--- src/rtl/fetch_unit_if.sv ---
// rtl/fetch_unit_if.sv - PC register, redirect, instruction memory and decode signals of the fetch unit
interface fetch_unit_if #(
  parameter int ADDR_WIDTH  = 64,
  parameter int INSTR_WIDTH = 32
);
  logic [ADDR_WIDTH-1:0]  i_pc;
  logic                   o_pc_write_en;
  logic [ADDR_WIDTH-1:0]  o_pc_next;
  logic                   i_redirect_valid;
  logic [ADDR_WIDTH-1:0]  i_redirect_pc;
  logic                   o_mem_req_valid;
  logic                   i_mem_req_ready;
  logic [ADDR_WIDTH-1:0]  o_mem_addr;
  logic                   i_mem_resp_valid;
  logic [INSTR_WIDTH-1:0] i_mem_resp_data;
  logic                   i_mem_resp_err;
  logic                   o_instr_valid;
  logic                   i_instr_ready;
  logic [INSTR_WIDTH-1:0] o_instr;
  logic [ADDR_WIDTH-1:0]  o_instr_pc;
  logic                   o_instr_fault;

  // master is the fetch unit itself; slave is the PC register, memory and decode side
  modport master (
    input  i_pc, i_redirect_valid, i_redirect_pc, i_mem_req_ready,
           i_mem_resp_valid, i_mem_resp_data, i_mem_resp_err, i_instr_ready,
    output o_pc_write_en, o_pc_next, o_mem_req_valid, o_mem_addr,
           o_instr_valid, o_instr, o_instr_pc, o_instr_fault
  );

  modport slave (
    output i_pc, i_redirect_valid, i_redirect_pc, i_mem_req_ready,
           i_mem_resp_valid, i_mem_resp_data, i_mem_resp_err, i_instr_ready,
    input  o_pc_write_en, o_pc_next, o_mem_req_valid, o_mem_addr,
           o_instr_valid, o_instr, o_instr_pc, o_instr_fault
  );
endinterface

--- src/rtl/fetch_unit.sv ---
// rtl/fetch_unit.sv - single-outstanding in-order instruction fetch with redirect and holding register
module fetch_unit #(
  parameter int ADDR_WIDTH  = 64,
  parameter int INSTR_WIDTH = 32,
  parameter int PC_STEP     = 4
) (
  input  logic          clk,
  input  logic          arstn,
  fetch_unit_if.master  bus
);

  typedef enum logic [1:0] {
    S_REQ   = 2'd0,
    S_WAIT  = 2'd1,
    S_HOLD  = 2'd2,
    S_DRAIN = 2'd3
  } state_t;

  state_t                 r_state;
  state_t                 w_state_nxt;
  logic [ADDR_WIDTH-1:0]  r_fetch_pc;
  logic [INSTR_WIDTH-1:0] r_instr;
  logic [ADDR_WIDTH-1:0]  r_instr_pc;
  logic                   r_instr_fault;

  logic                   w_redirect;
  logic                   w_req_valid;
  logic                   w_accept;
  logic                   w_load;
  logic                   w_instr_valid;
  logic                   w_consume;

  assign w_redirect = bus.i_redirect_valid;

  always_comb begin
    w_state_nxt   = r_state;
    w_req_valid   = 1'b0;
    w_accept      = 1'b0;
    w_load        = 1'b0;
    w_instr_valid = 1'b0;
    case (r_state)
      S_REQ: begin
        w_req_valid = ~w_redirect;
        if (w_req_valid && bus.i_mem_req_ready) begin
          w_accept    = 1'b1;
          w_state_nxt = S_WAIT;
        end
      end
      S_WAIT: begin
        // A redirect kills the fetch; without its response we must still absorb it later
        if (w_redirect) begin
          w_state_nxt = bus.i_mem_resp_valid ? S_REQ : S_DRAIN;
        end else if (bus.i_mem_resp_valid) begin
          w_load      = 1'b1;
          w_state_nxt = S_HOLD;
        end
      end
      S_HOLD: begin
        w_instr_valid = ~w_redirect;
        if (w_redirect || bus.i_instr_ready) begin
          w_state_nxt = S_REQ;
        end
      end
      S_DRAIN: begin
        // The stale response always ends the drain, even alongside another redirect
        if (bus.i_mem_resp_valid) begin
          w_state_nxt = S_REQ;
        end
      end
      default: w_state_nxt = S_REQ;
    endcase
  end

  assign w_consume = w_instr_valid & bus.i_instr_ready;

  // Outputs are forced low while reset is asserted, including the combinational ones
  assign bus.o_mem_req_valid = arstn & w_req_valid;
  assign bus.o_mem_addr      = (arstn && (r_state == S_REQ)) ? bus.i_pc : r_fetch_pc;
  assign bus.o_instr_valid   = arstn & w_instr_valid;
  assign bus.o_pc_write_en   = arstn & (w_redirect | w_consume);
  assign bus.o_pc_next       = !arstn     ? '0 :
                               w_redirect ? bus.i_redirect_pc :
                               w_consume  ? r_instr_pc + ADDR_WIDTH'(PC_STEP) : '0;
  assign bus.o_instr         = r_instr;
  assign bus.o_instr_pc      = r_instr_pc;
  assign bus.o_instr_fault   = r_instr_fault;

  always_ff @(posedge clk or negedge arstn) begin
    if (!arstn) begin
      r_state       <= S_REQ;
      r_fetch_pc    <= '0;
      r_instr       <= '0;
      r_instr_pc    <= '0;
      r_instr_fault <= 1'b0;
    end else begin
      r_state <= w_state_nxt;
      if (w_accept) begin
        r_fetch_pc <= bus.i_pc;
      end
      if (w_load) begin
        r_instr       <= bus.i_mem_resp_err ? '0 : bus.i_mem_resp_data;
        r_instr_pc    <= r_fetch_pc;
        r_instr_fault <= bus.i_mem_resp_err;
      end
    end
  end

endmodule

--- src/flat_wrapper.sv ---
// flat-port wrapper written by rule: the top's interface ports become plain ports
module fetch_unit_flat 
#(
  parameter int ADDR_WIDTH  = 64,
  parameter int INSTR_WIDTH = 32,
  parameter int PC_STEP     = 4
)
  (clk, arstn, bus_i_pc, bus_i_redirect_valid, bus_i_redirect_pc, bus_i_mem_req_ready, bus_i_mem_resp_valid, bus_i_mem_resp_data, bus_i_mem_resp_err, bus_i_instr_ready, bus_o_pc_write_en, bus_o_pc_next, bus_o_mem_req_valid, bus_o_mem_addr, bus_o_instr_valid, bus_o_instr, bus_o_instr_pc, bus_o_instr_fault);
  fetch_unit_if #(.ADDR_WIDTH(ADDR_WIDTH), .INSTR_WIDTH(INSTR_WIDTH)) bus_i ();
  input  logic clk;
  input  logic arstn;
  input wire logic [$bits(bus_i.i_pc)-1:0] bus_i_pc;
  input wire logic [$bits(bus_i.i_redirect_valid)-1:0] bus_i_redirect_valid;
  input wire logic [$bits(bus_i.i_redirect_pc)-1:0] bus_i_redirect_pc;
  input wire logic [$bits(bus_i.i_mem_req_ready)-1:0] bus_i_mem_req_ready;
  input wire logic [$bits(bus_i.i_mem_resp_valid)-1:0] bus_i_mem_resp_valid;
  input wire logic [$bits(bus_i.i_mem_resp_data)-1:0] bus_i_mem_resp_data;
  input wire logic [$bits(bus_i.i_mem_resp_err)-1:0] bus_i_mem_resp_err;
  input wire logic [$bits(bus_i.i_instr_ready)-1:0] bus_i_instr_ready;
  output wire logic [$bits(bus_i.o_pc_write_en)-1:0] bus_o_pc_write_en;
  output wire logic [$bits(bus_i.o_pc_next)-1:0] bus_o_pc_next;
  output wire logic [$bits(bus_i.o_mem_req_valid)-1:0] bus_o_mem_req_valid;
  output wire logic [$bits(bus_i.o_mem_addr)-1:0] bus_o_mem_addr;
  output wire logic [$bits(bus_i.o_instr_valid)-1:0] bus_o_instr_valid;
  output wire logic [$bits(bus_i.o_instr)-1:0] bus_o_instr;
  output wire logic [$bits(bus_i.o_instr_pc)-1:0] bus_o_instr_pc;
  output wire logic [$bits(bus_i.o_instr_fault)-1:0] bus_o_instr_fault;
  assign bus_i.i_pc = bus_i_pc;
  assign bus_i.i_redirect_valid = bus_i_redirect_valid;
  assign bus_i.i_redirect_pc = bus_i_redirect_pc;
  assign bus_i.i_mem_req_ready = bus_i_mem_req_ready;
  assign bus_i.i_mem_resp_valid = bus_i_mem_resp_valid;
  assign bus_i.i_mem_resp_data = bus_i_mem_resp_data;
  assign bus_i.i_mem_resp_err = bus_i_mem_resp_err;
  assign bus_i.i_instr_ready = bus_i_instr_ready;
  assign bus_o_pc_write_en = bus_i.o_pc_write_en;
  assign bus_o_pc_next = bus_i.o_pc_next;
  assign bus_o_mem_req_valid = bus_i.o_mem_req_valid;
  assign bus_o_mem_addr = bus_i.o_mem_addr;
  assign bus_o_instr_valid = bus_i.o_instr_valid;
  assign bus_o_instr = bus_i.o_instr;
  assign bus_o_instr_pc = bus_i.o_instr_pc;
  assign bus_o_instr_fault = bus_i.o_instr_fault;
  fetch_unit #(.ADDR_WIDTH(ADDR_WIDTH), .INSTR_WIDTH(INSTR_WIDTH), .PC_STEP(PC_STEP)) u_core (.clk(clk), .arstn(arstn), .bus(bus_i));
endmodule
--- config.mk ---
export PLATFORM = sky130hd
export DESIGN_NAME = fetch_unit_flat
export DESIGN_NICKNAME = d
export VERILOG_FILES = /design/src/rtl/fetch_unit_if.sv /design/src/rtl/fetch_unit.sv /design/src/flat_wrapper.sv
export SDC_FILE = /design/constraint.sdc
export NUM_CORES = 1
export LEC_CHECK = 0
export ABC_AREA = 1
export BUFFER_PORTS_ARGS = -buffer_cell sky130_fd_sc_hd__buf_2
export CORE_MARGIN = 8
export CORE_UTILIZATION = 30
export DETAILED_ROUTE_END_ITERATION = 8
export GPL_TIMING_DRIVEN = 0
export SYNTH_ARGS = -nofsm -noshare
export SYNTH_HDL_FRONTEND = slang
export SYNTH_SLANG_ARGS = --single-unit
--- constraint.sdc ---
create_clock -name clk -period 2.1 [get_ports clk]
set_input_delay 0.21 -clock clk [delete_from_list [all_inputs] [get_ports clk]]
set_output_delay 0.21 -clock clk [all_outputs]
set_load 0.03 [all_outputs]
==> results_dict.tcl, run 1 <==
set metrics [dict create \
    status "complete, but fails checks" \
    violations "hold timing, setup timing" \
    yosysUniqueCellTypes 29 \
    crit_buf_inv 2 \
    rr_endpoint "u_core.bus.o_instr_pc[28]" \
    placed_cells_incl_taps 2288 \
    nNetsFinal 2222 \
    layout_commonest_cell "nand2_1" \
    cp-endpoint "bus_o_pc_next[33]" \
    cp_top_family "simple AND/OR/NAND/NOR gates" \
    cp_cell_sequence "clkinvlp_4, nor2_4, nand2_4, nor2_4, nand2_4, o21bai_1, nand3_2, a21oi_2, buf_6" \
    syn_area_sq_um 9750 \
    cts_made_buffers 17 \
    postSynthCellCount 1452 \
    netlist.area_leader.share_pct 41.9 \
    finalCritPeriodShare_pct 122 \
    viasPerCell 5.06 \
    grt_pass1_wl_mm 74.1 \
    timing.final.ws_setup_ns -0.459 \
    clk_latency_ns 0.45 \
    routed_wl_mm 53.7 \
    clock-sinks 163 \
    total_power_mw 24.2 \
    fp.dieW_um 196 \
    max_slew_margin_pct 54.7 \
    critical_path.startpoint "u_core.bus.o_instr_pc[2]" \
    start_kind "flop" \
    synth.avg_cell_area_sq_um 6.71 \
    hold_viol 82 \
    final_cell_mix "nand2_1 (398), buf_2 (279), buf_6 (138), buf_4 (136), inv_1 (130)" \
    initial_core_util_pct 30.2 \
    final_util_pct 56.4 \
    max_freq_mhz 391 \
    grt_max_degree 76 \
    path_class "flop to output pin" \
    cts.path.max_buffers 2 \
    antenna_found_initial 0 \
    cts_tree "built" \
    cp.required_ns 1.89 \
    holdWs_ns -0.362 \
    grtUsageTotal_pct 25.1 \
    hold_path_class "primary input to async pin" \
    drive_gt1_share_pct 53.1 \
    fillers 2962 \
    synth_seq_cells 163 \
    drt-wirelength-per-cell_um 21.4 \
    reg2reg_depth 7 \
    ir_drop_mv 0.742 \
    finalSetupViolCount 124 \
    worst_pin_slew_ns 0.679 \
    dr.pass1.iters 5 \
    fin_area_sq_um 18200 \
    synthTopCellsByArea "dfrtp_1 (42%), nand2_1 (20%), o21ai_0 (9.4%)" \
    fin_crit_ns 2.56 \
    crit_arrival_ns 2.35 \
    slew_violations 0 \
    fp.dieH_um 196 \
    regToRegStartpoint "u_core.r_state[0]" \
    routabilityCongestion 0.974 \
    r2r_slack_ns 0.07 \
    num_rows 66 \
    num_vias 12700 \
    synth.largest_area_cell "dfrtp_1" \
    slowest_delay_ns 0.47 \
    yosysSeqAreaShare_pct 41.9 \
    drc 0 \
    syn_nets 1620 \
    die_area_sq_um 38500 \
    area_growth_pct 86.7 \
    ioPinCount 395 \
    p_leak_nw 8.94 \
    path_clk_slew_ns 0.08 \
    cp_slowest_cell "dfrtp_2" \
    drtAntennaViolNets 0 \
    htreeDepth 4 \
    hpwl_mm 38.1 \
    coreArea_sq_um 32300 \
    maxCapViolCount 0 \
    synth_warnings 0 \
    postCtsHoldBufs 29 \
    rsz0062_at_grt "true" \
    placed_area_sq_um 12400 \
    port_buffers 393 \
    cellPowerDensity_nw_per_um2 1330 \
    worstSetupEndpointType "output pin" \
    clockRootBuffer "clkbuf_16" \
    overflow 0 \
    finalClockSkew_ns 0.0119 \
    dr.first_iter.drc_count 1000 \
    path_max_fanout 4 \
    grt_pass1_vias 12400 \
    worst-path-stages 9 \
    layout.cells.non_filler 2510 \
]
kinds of logic after synthesis:
kind of cell	Yosys count	synth area share (%)
AO/OA/AOI/OAI	311	17.7
XOR/XNOR	2	0.180
adder cells (fa/ha/maj)	1	0.128
buffers and inverters	211	8.42
flip-flops	163	41.9
AND/OR/NAND/NOR	764	31.8
sequential cells by signal, summed over array words and instances, names as in the netlist:
name	count
u_core.bus.o_instr_fault	1
u_core.r_state	2
u_core.bus.o_instr_pc	64
u_core.r_fetch_pc	64
u_core.bus.o_instr	32
report_power, final:
part	switching (mW)	internal, mW
combinational	8.71	5.70
clock	1.50	1.79
sequential	1.79	4.73
cells in the mapped netlist:
library cell  count
inv_1           138
a22oi_1           1
nand2_4           1
o211ai_1          1
a21o_1            4
nor2_2           10
nand2_2           6
nand3_1          70
buf_1             2
buf_2            20
nand2_1         523
o21ai_0         183
dfrtp_1         163
nor2_1          126
nor3_1            5
ha_1              1
xor2_1            2
a31oi_1           1
nand4_1          12
inv_2             4
buf_4             1
o21ai_1           4
clkbuf_1         46
or2_2             5
nand3_2           1
nor2_4            5
a22o_1           32
o21bai_1         11
a21oi_1          74
how the worst min path moves through the flow:
stage | to | start | cells past startpoint
floorplan | u_core.bus.o_instr[0] | arstn | 0
global placement | u_core.bus.o_instr[2] | bus_i_mem_resp_data[2] | 2
detailed placement | u_core.r_fetch_pc[19] | arstn | 1
CTS | u_core.r_fetch_pc[19] | arstn | 1
global route | u_core.bus.o_instr_pc[19] | arstn | 1
finish | u_core.bus.o_instr_pc[19] | arstn | 1
cell type report:
type | instances | area, sq um | share of cell area, %
plain buffers | 66 | 527 | 2.89
multi-input cells | 1078 | 7140 | 39.2
well taps | 442 | 553 | 3.04
clock inverters | 15 | 165 | 0.908
flip-flops and latches | 163 | 4130 | 22.7
repair buffers | 586 | 4690 | 25.8
inverters | 142 | 572 | 3.14
diodes | 1 | 2.50 | 0.0138
clock buffers | 17 | 425 | 2.34
layer usage:
layer,routed length [um],vias up,GRT usage (%)
met5,0,-,0
met4,1960,0,8.62
met1,22900,6168,32.5
met3,3590,106,5.53
met2,25300,550,41.0
li1,-,5874,-
through the flow:
stage	TNS [ns]	hold WS [ns]	setup WS (ns)
2_1_floorplan	0	-0.0856	0.000780
3_3_place_gp	-677.76	0.428	-3.22
3_5_place_dp	-102.48	0.217	-0.971
4_1_cts	-20.17	-0.342	-0.430
5_1_grt	-31.00	-0.341	-0.541
6_report	-22.82	-0.362	-0.459
repair_timing:
item	4_1_cts	5_1_grt
setup endpoints to repair	172	136
cloned	1	16
buffers inserted	97	51
hold endpoints to repair	102	73
pin swaps	61	128
gates resized for setup	456	603
No activity file was read; power rests on OpenSTA's default activity.
==> run 2, diff against run 1 <==
BUFFER_PORTS_ARGS = -buffer_cell sky130_fd_sc_hd__clkbuf_2   (was -buffer_cell sky130_fd_sc_hd__buf_2)
==> run 2 against run 1 <==
The flow finishes with violations (setup timing). Cell area is 0.67% lower. Count of clock-buffer cells in the layout is 5 higher. Critical path depth is 3 higher. Combinational power is 6% lower. Sequential share of layout area is 0.16 points higher. Die area stayed put. Via count is 1.8% higher. First-iteration DRC count is 0.90% lower. Worst hold slack better by 0.38 ns. Critical path type unchanged.
==> results_dict.tcl, run 2 (same netlist as run 1, synthesis figures left out) <==
set metrics [dict create \
    clock-sinks 163 \
    p_clk_share_pct 14.0 \
    critical_path.startpoint "u_core.bus.o_instr_pc[2]" \
    rr_endpoint "u_core.bus.o_instr_pc[30]" \
    hpwl_mm 38.5 \
    grtUsageTotal_pct 26.5 \
    antenna_found_initial 0 \
    grt_pass1_vias 13100 \
    final_cell_mix "nand2_1 (423), clkbuf_2 (274), buf_4 (154), inv_1 (130), dfrtp_1 (124)" \
    max_slew_margin_pct 42.4 \
    drtAntennaViolNets 0 \
    cts_made_buffers 17 \
    maxCapViolCount 0 \
    reg2reg_depth 7 \
    placed_area_sq_um 12400 \
    hold_depth 2 \
    ioPinCount 395 \
    die_area_sq_um 38500 \
    fp.dieH_um 196 \
    rsz0062_at_grt "true" \
    p_switching_mw 11.6 \
    power.internal_mw 11.7 \
    routed_wl_mm 54.0 \
    p_sw_share_pct 49.6 \
    dr.pass1.iters 5 \
    r2r_slack_ns 0.10 \
    path_max_fanout 4 \
    coreArea_sq_um 32300 \
    clk_latency_ns 0.44 \
    cts.path.max_buffers 2 \
    fp.dieW_um 196 \
    finalCritPeriodShare_pct 122 \
    p_leak_nw 8.83 \
    timing.final.ws_setup_ns -0.471 \
    clockRootBuffer "clkbuf_16" \
    cp.required_ns 1.89 \
    initial_core_util_pct 30.2 \
    num_vias 12900 \
    worst_pin_slew_ns 0.864 \
    min_from "bus_i_mem_resp_data[23]" \
    grt_pass1_wl_mm 77.9 \
    drt-wirelength-per-cell_um 21.3 \
    nNetsFinal 2243 \
    n_antenna_cell 0 \
    cellPowerDensity_nw_per_um2 1290 \
    htreeDepth 4 \
    finalSetupViolCount 73 \
    drc 0 \
    port_buffers 393 \
    crit_arrival_ns 2.36 \
    slew_violations 0 \
    total_power_mw 23.3 \
    fin_crit_ns 2.57 \
    violations "setup timing" \
    path_clk_slew_ns 0.07 \
    start_kind "flop" \
    fillers 2970 \
    area_growth_pct 85.5 \
    regToRegStartpoint "u_core.r_state[0]" \
    cts_tree "built" \
    layout_commonest_cell "nand2_1" \
    fin_area_sq_um 18100 \
    worstSetupEndpointType "output pin" \
    status "complete, but fails checks" \
    routabilityCongestion 0.957 \
    drive_gt1_share_pct 51.7 \
    hold_viol 0 \
    pwr-share-comb_pct 58.1 \
    worstHoldEndpoint "u_core.bus.o_instr[23]" \
    path_class "flop to output pin" \
    dr.first_iter.drc_count 991 \
    viasPerCell 5.11 \
    max_freq_mhz 389 \
    hold_path_class "primary input to flop" \
    grt_max_degree 48 \
    finalClockSkew_ns 0.00910 \
    p_seq_share_pct 27.9 \
    final_util_pct 56.0 \
    ir_drop_mv 0.823 \
    overflow 0 \
    num_rows 66 \
]
## run 2: layout make-up
| cell class | count | area (sq um) | area share (%) |
|---|---|---|---|
| buffer | 67 | 505 | 2.80 |
| clock buffer | 22 | 474 | 2.62 |
| clock inverter | 10 | 124 | 0.685 |
| inverter | 142 | 569 | 3.15 |
| multi-input combinational | 1078 | 6880 | 38.0 |
| sequential | 163 | 4130 | 22.8 |
| tap | 442 | 553 | 3.06 |
| timing repair buffer | 606 | 4850 | 26.8 |
## run 2: worst max-delay path by stage
stage                              end  cells past startpoint
finish               bus_o_pc_next[38]                     12
global route         bus_o_pc_next[49]                     11
CTS                  bus_o_pc_next[36]                     10
detailed placement  bus_o_mem_addr[27]                      8
global placement    bus_o_mem_addr[23]                      6
floorplan            bus_o_pc_next[38]                     11
## run 2: per-stage QoR
stage	hold slack [ns]	TNS [ns]	instances	setup slack [ns]
2_1_floorplan	-0.0856	0	1452	0.000780
3_3_place_gp	0.429	-800.00	2287	-3.61
3_5_place_dp	0.271	-122.47	2288	-1.16
4_1_cts	0.00177	-20.87	2489	-0.462
5_1_grt	0.0358	-29.28	2530	-0.553
6_report	0.0169	-21.28	2530	-0.471
## run 2: timing repair
item | CTS | global route
pin swaps | 109 | 99
setup endpoints to repair | 163 | 156
gates cloned | 3 | 2
gates resized for setup | 679 | 359
hold buffers | 40 | 0
setup buffers | 128 | 41
hold endpoints to repair | 147 | 0
## run 2: worst max-delay path, cell delays in order, from the launching register on
cell and delay [ns]:
dfrtp_2 0.47, ha_4 0.19, nand3_4 0.11, inv_4 0.12, nand2_8 0.07, nor2_4 0.21
nand2_2 0.13, inv_2 0.11, nand2_1 0.05, nand2_1 0.06, nand3_2 0.08, a21oi_2 0.14
clkbuf_8 0.17
## run 2: power by group through the flow
stage	logic [mW]	clock network [mW]	registers, mW
after floorplan	4.54	0	7.63
after global placement	9.30	0	6.44
after detailed placement	9.42	0	6.48
after CTS	12.0	3.30	6.40
after global routing	14.4	3.41	6.68
final	13.5	3.27	6.51
## run 2: metal layers
layer	part of all wire (%)	vias to the layer above	track usage [%]	wire [um]
met3	7.4	110	5.19	3970
li1	-	5925	-	-
met2	48	598	44.3	26000
met4	3.7	0	10.5	1970
met1	41	6294	33.3	22000
met5	0	-	0	0
==> run 3, diff against run 2 <==
--- a/config.mk
+++ b/config.mk
@@ -13,2 +13,3 @@
 export GPL_TIMING_DRIVEN = 0
+export PLACE_DENSITY = 0.51
 export SYNTH_ARGS = -nofsm -noshare
--- a/constraint.sdc
+++ b/constraint.sdc
@@ -3,2 +3,2 @@
 set_output_delay 0.21 -clock clk [all_outputs]
-set_load 0.03 [all_outputs]
+set_load 0.1 [all_outputs]
==> run 3 against run 2 <==
The run still ends with setup timing left. First-iteration DRC count grew 5.3%. Clock skew grew 0.0046 ns. Non-clock buffer count shrank 23.
==> results_dict.tcl, run 3 (same netlist as run 1, synthesis figures left out) <==
set metrics [dict create \
    cts_tree "built" \
    cts.path.max_buffers 2 \
    nNetsFinal 2220 \
    path_clk_slew_ns 0.08 \
    busiest_layer "met2" \
    hold_path_class "primary input to flop" \
    worst_pin_slew_ns 0.709 \
    ir_drop_mv 1.72 \
    cp_slowest_cell "dfrtp_4" \
    met2_usage_pct 46.7 \
    num_rows 66 \
    layout_commonest_cell "nand2_1" \
    worstSetupEndpointType "output pin" \
    use_met1_pct 35.7 \
    path_class "flop to output pin" \
    cp_top_family "buffers and inverters" \
    dr.pass1.iters 6 \
    hold_depth 3 \
    multi_input_area_sq_um 8380 \
    area_growth_pct 122 \
    crit_arrival_ns 2.46 \
    grtUsageTotal_pct 28.3 \
    fp.dieW_um 196 \
    fin_crit_ns 2.67 \
    status "complete, but fails checks" \
    htreeDepth 4 \
    r2r_slack_ns 0.06 \
    die_area_sq_um 38500 \
    placed_cells_incl_taps 2288 \
    worstHoldEndpoint "u_core.r_fetch_pc[61]" \
    rsz0062_at_grt "true" \
    clock-sinks 163 \
    fin_area_sq_um 21600 \
    cp.required_ns 1.89 \
    max_slew_margin_pct 52.8 \
    crit_buf_inv 5 \
    cts_made_buffers 17 \
    slew_violations 0 \
    num_vias 12800 \
    fillers 2502 \
    min_from "bus_i_pc[61]" \
    port_buffers 393 \
    hold_viol 0 \
    hpwl_mm 39.9 \
    cp_cell_sequence "ha_4, buf_4, buf_6, buf_6, inv_6, nor2_4, nand2_2, o21ai_2, nand3_2, a21oi_4, clkbuf_16" \
    drc 0 \
    grt_max_degree 107 \
    start_kind "flop" \
    routed_wl_mm 56.6 \
    max_freq_mhz 374 \
    reg2reg_depth 8 \
    path_max_fanout 5 \
    maxCapViolCount 0 \
    layout.cells.non_filler 2507 \
    clk_latency_ns 0.46 \
    fp.dieH_um 196 \
    drive_gt1_share_pct 58.1 \
    grt_pass1_vias 13200 \
    overflow 0 \
    routabilityCongestion 0.944 \
    cellPowerDensity_nw_per_um2 1710 \
    ioPinCount 395 \
    slowest_delay_ns 0.48 \
    n_antenna_cell 0 \
    coreArea_sq_um 32300 \
    dr.first_iter.drc_count 1044 \
    regToRegStartpoint "u_core.r_state[1]" \
    violations "setup timing" \
    clockRootBuffer "clkbuf_16" \
    rr_endpoint "u_core.bus.o_instr_pc[61]" \
    grt_use_met3_pct 7.01 \
    finalSetupViolCount 130 \
    timing.final.ws_setup_ns -0.574 \
    drtAntennaViolNets 0 \
    placed_area_sq_um 13900 \
    worst_path_most_repeated_cell "buf_6" \
    finalClockSkew_ns 0.0137 \
    drt-wirelength-per-cell_um 22.6 \
    antenna_found_initial 3 \
    initial_core_util_pct 30.2 \
    regArea_sq_um 4300 \
    p_leak_nw 9.80 \
    final_cell_mix "nand2_1 (363), clkbuf_2 (271), clkbuf_16 (162), inv_1 (127), dfrtp_1 (102)" \
    viasPerCell 5.12 \
    grt_pass1_wl_mm 82.3 \
    finalCritPeriodShare_pct 127 \
]
==> run 3: changes by cell type in the layout (fill, tap and decap cells not counted), sizes merged <==
cell,previous run,this run
bufinv,2,1
clkinv,5,6
dlygate4sd3,35,33
clkbuf,379,458
clkinvlp,3,0
inv,142,149
bufbuf,1,0
buf,280,177
==> run 3: per-stage QoR <==
step,utilization [%],setup TNS (ns),power (mW),hold WS [ns],worst slack [ns]
2_1_floorplan,-,-34.88,22.2,-0.0856,-0.522
3_3_place_gp,43.0,-908.83,26.1,0.427,-4.04
3_5_place_dp,43.1,-111.97,26.2,0.233,-1.33
4_1_cts,63.3,-32.93,35.8,0.0180,-0.569
5_1_grt,67.0,-51.02,38.2,0.0596,-0.655
6_report,67.0,-44.25,37.0,0.0350,-0.574
==> run 3: where the power goes <==
group          internal (mW)  switching (mW)
clock                   1.72            1.63
sequential              5.02            2.19
combinational           8.05            18.4
total                   14.8            22.2
==> run 3: metal layers <==
layer,wire length (um),vias up,share of wire (%)
li1,-,5872,-
met1,23500,6277,42
met2,27000,581,48
met3,4360,103,7.7
met4,1680,4,3.0
met5,19,-,0.034
==> run 3: layout make-up <==
| cell class | count | area share (%) |
|---|---|---|
| Buffer | 66 | 2.62 |
| Clock buffer | 18 | 1.98 |
| Clock inverter | 14 | 0.827 |
| Inverter | 142 | 2.71 |
| Multi-Input combinational cell | 1078 | 38.7 |
| Sequential cell | 163 | 19.9 |
| Tap cell | 442 | 2.56 |
| Timing Repair Buffer | 584 | 30.7 |
==> run 3: worst max-delay path by stage <==
stage,endpoint,cells after the start,from,slack [ns]
finish,bus_o_pc_next[60],11,u_core.bus.o_instr_pc[3],-0.57
global route,bus_o_pc_next[24],10,u_core.bus.o_instr_pc[3],-0.66
CTS,bus_o_pc_next[56],10,u_core.bus.o_instr_pc[2],-0.57
detailed placement,bus_o_pc_next[26],6,arstn,-1.33
global placement,bus_o_pc_next[37],6,arstn,-4.04
floorplan,bus_o_mem_addr[0],5,u_core.r_state[1],-0.52
==> run 3: timing repair <==
item                                    CTS  global route
hold buffers                             34             0
gates cloned                              9             2
pin swaps                                88            99
buffers inserted                        113            35
resized for setup                       830           209
endpoints found under the setup margin  133           221
endpoints found under the hold margin    89             0
==> run 3: worst register-to-register path, cell delays in order, from the launching register on <==
cell,delay [ns]
dfrtp_1,0.41
buf_6,0.13
buf_4,0.13
nor2_2,0.18
nand3_4,0.16
inv_1,0.17
buf_4,0.23
buf_2,0.36
o21ai_0,0.14
